## src/rtl/nx_ia_mem_port_arb.sv

```systemverilog
// Table RAM port arbiter between the SW indirect-access controller and the HW datapath, with compare support.
// Optional statistics counters are enabled by defining NX_IA_ARB_STATS_EN.
module nx_ia_mem_port_arb #(
    parameter int N_ENTRIES     = 32,
    parameter int N_ADDR_BITS   = 5,
    parameter int N_DATA_BITS   = 64,
    parameter int N_STARVE_BITS = 3
) (
    input  logic                   clk_i,
    input  logic                   rst_i,
    input  logic                   sw_cs_i,
    input  logic                   sw_ce_i,
    input  logic                   sw_we_i,
    input  logic [N_ADDR_BITS-1:0] sw_add_i,
    input  logic [N_DATA_BITS-1:0] sw_wdat_i,
    output logic                   grant_o,
    input  logic                   yield_i,
    output logic [N_DATA_BITS-1:0] sw_rdat_o,
    output logic                   sw_match_o,
    output logic [3:0]             sw_aindex_o,
    input  logic                   hw_req_i,
    input  logic                   hw_we_i,
    input  logic [N_ADDR_BITS-1:0] hw_add_i,
    input  logic [N_DATA_BITS-1:0] hw_wdat_i,
    output logic                   hw_gnt_o,
    output logic [N_DATA_BITS-1:0] hw_rdat_o,
    output logic                   hw_rvld_o,
    output logic                   mem_cs_o,
    output logic                   mem_we_o,
    output logic [N_ADDR_BITS-1:0] mem_add_o,
    output logic [N_DATA_BITS-1:0] mem_wdat_o,
`ifdef NX_IA_ARB_STATS_EN
    input  logic                   stat_clr_i,
    output logic [15:0]            stat_sw_stall_o,
    output logic [15:0]            stat_hw_gnt_o,
`endif
    input  logic [N_DATA_BITS-1:0] mem_rdat_i
);

    localparam int N_NIBBLES = N_DATA_BITS / 4;

    localparam logic [1:0] OWN_NONE   = 2'd0;
    localparam logic [1:0] OWN_HW_RD  = 2'd1;
    localparam logic [1:0] OWN_SW_RD  = 2'd2;
    localparam logic [1:0] OWN_SW_CMP = 2'd3;

    localparam logic [N_STARVE_BITS-1:0] STARVE_MAX = '1;
    localparam logic [N_STARVE_BITS-1:0] STARVE_ONE = 1;

    if (N_ENTRIES > (1 << N_ADDR_BITS) || (N_DATA_BITS % 4) != 0 || N_NIBBLES > 16) begin : g_bad_cfg
        $error("nx_ia_mem_port_arb: inconsistent parameters");
    end

    logic [1:0]               owner_q, owner_d;
    logic [N_STARVE_BITS-1:0] starve_cnt_q, starve_cnt_d;
    logic                     starve_hit;
    logic [N_DATA_BITS-1:0]   key_q;
    logic [N_DATA_BITS-1:0]   sw_rdat_q;
    logic                     sw_match_q;
    logic [3:0]               sw_aindex_q, sw_aindex_d;
    logic [N_DATA_BITS-1:0]   hw_rdat_q;
    logic                     hw_rvld_q;
    logic [N_DATA_BITS-1:0]   diff;

    // Grants are qualified by reset so nothing reaches the RAM while rst_i is high.
    always_comb begin
        starve_hit = (starve_cnt_q == STARVE_MAX);
        grant_o    = !rst_i && sw_cs_i && (!hw_req_i || yield_i || starve_hit);
        hw_gnt_o   = !rst_i && hw_req_i && !grant_o;
    end

    always_comb begin
        mem_cs_o   = 1'b0;
        mem_we_o   = 1'b0;
        mem_add_o  = '0;
        mem_wdat_o = '0;
        owner_d    = OWN_NONE;
        if (grant_o) begin
            mem_cs_o   = 1'b1;
            mem_we_o   = sw_we_i;
            mem_add_o  = sw_add_i;
            mem_wdat_o = sw_wdat_i;
            if (!sw_we_i) owner_d = sw_ce_i ? OWN_SW_CMP : OWN_SW_RD;
        end else if (hw_gnt_o) begin
            mem_cs_o   = 1'b1;
            mem_we_o   = hw_we_i;
            mem_add_o  = hw_add_i;
            mem_wdat_o = hw_wdat_i;
            if (!hw_we_i) owner_d = OWN_HW_RD;
        end
    end

    always_comb begin
        starve_cnt_d = starve_cnt_q;
        if (!sw_cs_i || grant_o) starve_cnt_d = '0;
        else if (!starve_hit)    starve_cnt_d = starve_cnt_q + STARVE_ONE;
    end

    // Scan from the top so the lowest differing nibble wins.
    always_comb begin
        diff        = mem_rdat_i ^ key_q;
        sw_aindex_d = 4'd0;
        for (int n = N_NIBBLES - 1; n >= 0; n--) begin
            if (|diff[4*n +: 4]) sw_aindex_d = 4'(n);
        end
    end

    always_ff @(posedge clk_i or posedge rst_i) begin
        if (rst_i) begin
            owner_q      <= OWN_NONE;
            starve_cnt_q <= '0;
            key_q        <= '0;
            sw_rdat_q    <= '0;
            sw_match_q   <= 1'b0;
            sw_aindex_q  <= 4'd0;
            hw_rdat_q    <= '0;
            hw_rvld_q    <= 1'b0;
        end else begin
            owner_q      <= owner_d;
            starve_cnt_q <= starve_cnt_d;
            hw_rvld_q    <= (owner_q == OWN_HW_RD);
            if (owner_d == OWN_SW_CMP) key_q <= sw_wdat_i;
            if (owner_q == OWN_SW_RD) sw_rdat_q <= mem_rdat_i;
            if (owner_q == OWN_HW_RD) hw_rdat_q <= mem_rdat_i;
            if (owner_q == OWN_SW_CMP) begin
                sw_match_q  <= ~|diff;
                sw_aindex_q <= sw_aindex_d;
            end
        end
    end

    // SW read data bypasses the holding register in the return cycle.
    assign sw_rdat_o   = (owner_q == OWN_SW_RD) ? mem_rdat_i : sw_rdat_q;
    assign sw_match_o  = sw_match_q;
    assign sw_aindex_o = sw_aindex_q;
    assign hw_rdat_o   = hw_rdat_q;
    assign hw_rvld_o   = hw_rvld_q;

`ifdef NX_IA_ARB_STATS_EN
    logic [15:0] stat_sw_stall_q;
    logic [15:0] stat_hw_gnt_q;

    always_ff @(posedge clk_i or posedge rst_i) begin
        if (rst_i) begin
            stat_sw_stall_q <= 16'd0;
            stat_hw_gnt_q   <= 16'd0;
        end else if (stat_clr_i) begin
            stat_sw_stall_q <= 16'd0;
            stat_hw_gnt_q   <= 16'd0;
        end else begin
            if (sw_cs_i && !grant_o && !(&stat_sw_stall_q)) stat_sw_stall_q <= stat_sw_stall_q + 16'd1;
            if (hw_gnt_o && !(&stat_hw_gnt_q))              stat_hw_gnt_q   <= stat_hw_gnt_q + 16'd1;
        end
    end

    assign stat_sw_stall_o = stat_sw_stall_q;
    assign stat_hw_gnt_o   = stat_hw_gnt_q;
`endif

endmodule
```

## config.mk

```make
export PLATFORM = sky130hd
export DESIGN_NAME = nx_ia_mem_port_arb
export DESIGN_NICKNAME = d
export VERILOG_FILES = /design/src/rtl/nx_ia_mem_port_arb.sv
export SDC_FILE = /design/constraint.sdc
export NUM_CORES = 1
export LEC_CHECK = 0
export BUFFER_PORTS_ARGS = -buffer_cell sky130_fd_sc_hd__clkbuf_2
export CAP_MARGIN = 40
export CORE_AREA = 4 4 160 162
export DETAILED_ROUTE_END_ITERATION = 12
export DIE_AREA = 0 0 164 166
export PLACE_DENSITY = 0.69
export SYNTH_ARGS = -nofsm -noshare
export SYNTH_HDL_FRONTEND = slang
export SYNTH_SLANG_ARGS = --single-unit
```

## constraint.sdc

```tcl
create_clock -name clk_i -period 10 [get_ports clk_i]
set_clock_uncertainty 0.2 [all_clocks]
set_input_delay 2 -clock clk_i [delete_from_list [all_inputs] [get_ports clk_i]]
set_output_delay 2 -clock clk_i [all_outputs]
set_load 0.1 [all_outputs]
```

==> qor.txt <==
Max Root-Sink Buffers: 3
CP Data Required Time: 7.80 ns
PortBufs: 416
H-tree levels: 1
All-Layer GR Usage: 20.77%
Antenna-violating nets left: 0
Setup crit end: mem_wdat_o[6]
Nets: 1,543
CTS Sinks: 203
CP Capture Type: primary output
Clock power frac: 22.6%
Overall routed net length: 29.25 mm
Seq/Total Area, Yosys: 53.77%
VDD IR max: 0.0001997 V
Reg-to-reg slack, setup: 5.93 ns
Worst Setup Start Kind: primary input
Synth Area per Inst: 10.18 um^2
Initial antenna violation count: 0
Initial core utilization: 39.19%
Switching pwr: 1.760 mW
Worst-skew pair later-pin latency: 0.50 ns
Area leader, netlist: dfrtp_1
Total power draw: 3.537 mW
DR WL/cell: 17.50 um
Setup Viol. Count Final: 0
Die width: 164 um
Synth Cell Area: 9448 um^2
Top FF cell, synth: dfrtp_1
Layout cells sized above 1: 41.05%
Setup_tns: 0 ns
Worst rel slew slack: 42.66%
Critical path origin: hw_req_i
Filler Cells Inserted: 2,216
Ys async rst share: 100.0%
DRC violations left: 0
Reg-to-Reg Start: starve_cnt_q[0]
Fin. Hold Viols: 0
DR iter-0 viols: 386
Critical path type: in -> out
Core ar.: 24,110 um^2
PD cells: 280.3 nW/um^2
Status: completed
Detailed placement HPWL: 22.39 mm
Tmin final: 6.582 ns
Via count: 8,066
Max Clk Rate: 151.9 MHz
Root Buffer: clkbuf_16
Final Instance Area: 12,620 um^2
Worst R2R Path Depth: 10
CTS tree: done
Inserted Diodes: 0
Hold WC Path Type: reg -> reg
Drt via density: 4.827
Row count: 57
Gr ovfl total: 0
Post_cts resized: 0
Clk slew on worst S/H paths: 0.05 ns
Number of global-route vias before repair: 8,138
Flops & latches, synth: 203
Unrepaired setup endpoints after global routing: false
Yosys warns: 0
Ports: 417
Sw Share: 49.76%
Worst Max-Slew Pin Slew: 0.8522 ns
Tcrit/Tclk final: 65.82%
Dpl cell area: 11,900 um^2
Largest net degree at the start of global routing: 92
Placed insts: 1,630
Reported max-cap violation count: 0
Static leakage: 6.358 nW
GP Congestion: 0.8254
Number of synthesized flops with an enable pin: 0
Synth Instances: 928
Sequential power share: 31.1%
Post-CTS setup buffers: 0
Critical path data arrival time: 4.38 ns
Hold_buf cts: 0
Num CTS Buffers: 23
Synth cell types: 44
Die height: 166 um
Fin cells: 1,671
Leading cell type in the layout, fill and taps excluded: clkbuf_2
Gate power share: 46.3%
Full die area: 27,220 um^2
Area grow syn2layout: 33.53%
Synth top area share: 53.77%
First-pass GRT wire length: 44.81 mm
TritonRoute pass-1 iters: 4
Core Util, Final: 52.34%
Final-report max-slew violation count: 0
Area contributors post-synth: dfrtp_1 54%, nand2_1 13%, mux2_2 9.4%
Crit Path Max Fanout: 91
Power Internal: 1.777 mW
Synth Net Count: 1,140
Most frequent cells in the layout: 416 x clkbuf_2, 338 x nand2_1, 203 x dfrtp_1
R2r endpoint: key_q[60]
critical path: stages:
cell and delay [ns]:
clkbuf_2 0.09, nor3b_2 0.17, nor3b_4 0.19, buf_4 0.43, buf_4 0.66, nand2_1 0.11
o21ai_0 0.10, clkbuf_2 0.48
registers in the layout, summed over array words and instances, names as in the netlist:
signal	flops
sw_rdat_q	64
hw_rdat_o	64
sw_aindex_o	4
hw_rvld_o	1
owner_q	2
sw_match_o	1
starve_cnt_q	3
key_q	64
synthesized netlist by cell type (all sizes together) (2+ instances only):
master	number
o21ai	72
and2	2
buf	11
clkbuf	40
mux2i	2
nand2b	5
dfrtp	203
nand4	11
nand3	2
mux2	128
or4	2
inv	2
or2	2
a22o	3
xnor2	43
and4	2
nand2	338
xor2	22
nor4	6
nor2	11
nor4b	2
nor3b	3
ha	2
power by group through the flow:
stage,Clock (mW),Sequential [mW],Combinational (mW)
floorplan,0,1.54,0.925
global placement,0,1.11,1.63
detailed placement,0,1.11,1.65
CTS,0.824,1.10,1.65
global route,0.860,1.12,1.71
finish,0.799,1.10,1.64
stage by stage:
step | setup slack (ns) | hold slack (ns)
6_report | 3.418 | 0.2722
5_1_grt | 3.223 | 0.3030
4_1_cts | 3.443 | 0.2780
3_5_place_dp | 3.443 | 0.2619
3_3_place_gp | 3.531 | 0.2585
2_1_floorplan | 1.863 | 0.2785
layout make-up:
class	count	area, um^2	area share [%]
Clock buffer	35	660.6	5.237
Timing Repair Buffer	429	2250	17.83
Inverter	2	11.26	0.08926
Clock inverter	6	57.56	0.4562
Sequential cell	203	5080	40.27
Multi-Input combinational cell	672	4151	32.91
Tap cell	324	405.4	3.213
cell families after synthesis:
group	synth area share (%)
fa+ha+maj	0.2648
simple gates	17.16
xor+xnor	6.026
compound gates	4.755
flops	53.77
mux	15.47
buf+inv	2.556
per-layer routing:
metal | wire length (um) | global-route usage (%) | vias to the layer above
met5 | 0 | 0 | -
met4 | 833 | 5.762 | 0
met3 | 2089 | 3.996 | 46
met2 | 14520 | 36.76 | 330
met1 | 11810 | 25.81 | 3812
li1 | - | - | 3878
worst min path at each step:
| stage | from | end | slack (ns) | cells past startpoint |
|---|---|---|---|---|
| 2_1_floorplan | key_q[0] | key_q[0] | 0.28 | 1 |
| 3_3_place_gp | hw_rdat_o[8] | hw_rdat_o[8] | 0.26 | 2 |
| 3_5_place_dp | hw_rdat_o[44] | hw_rdat_o[44] | 0.26 | 2 |
| 4_1_cts | hw_rdat_o[52] | hw_rdat_o[52] | 0.28 | 2 |
| 5_1_grt | hw_rdat_o[58] | hw_rdat_o[58] | 0.30 | 2 |
| 6_report | hw_rdat_o[56] | hw_rdat_o[56] | 0.27 | 2 |
(Power assumes the default switching activity.)
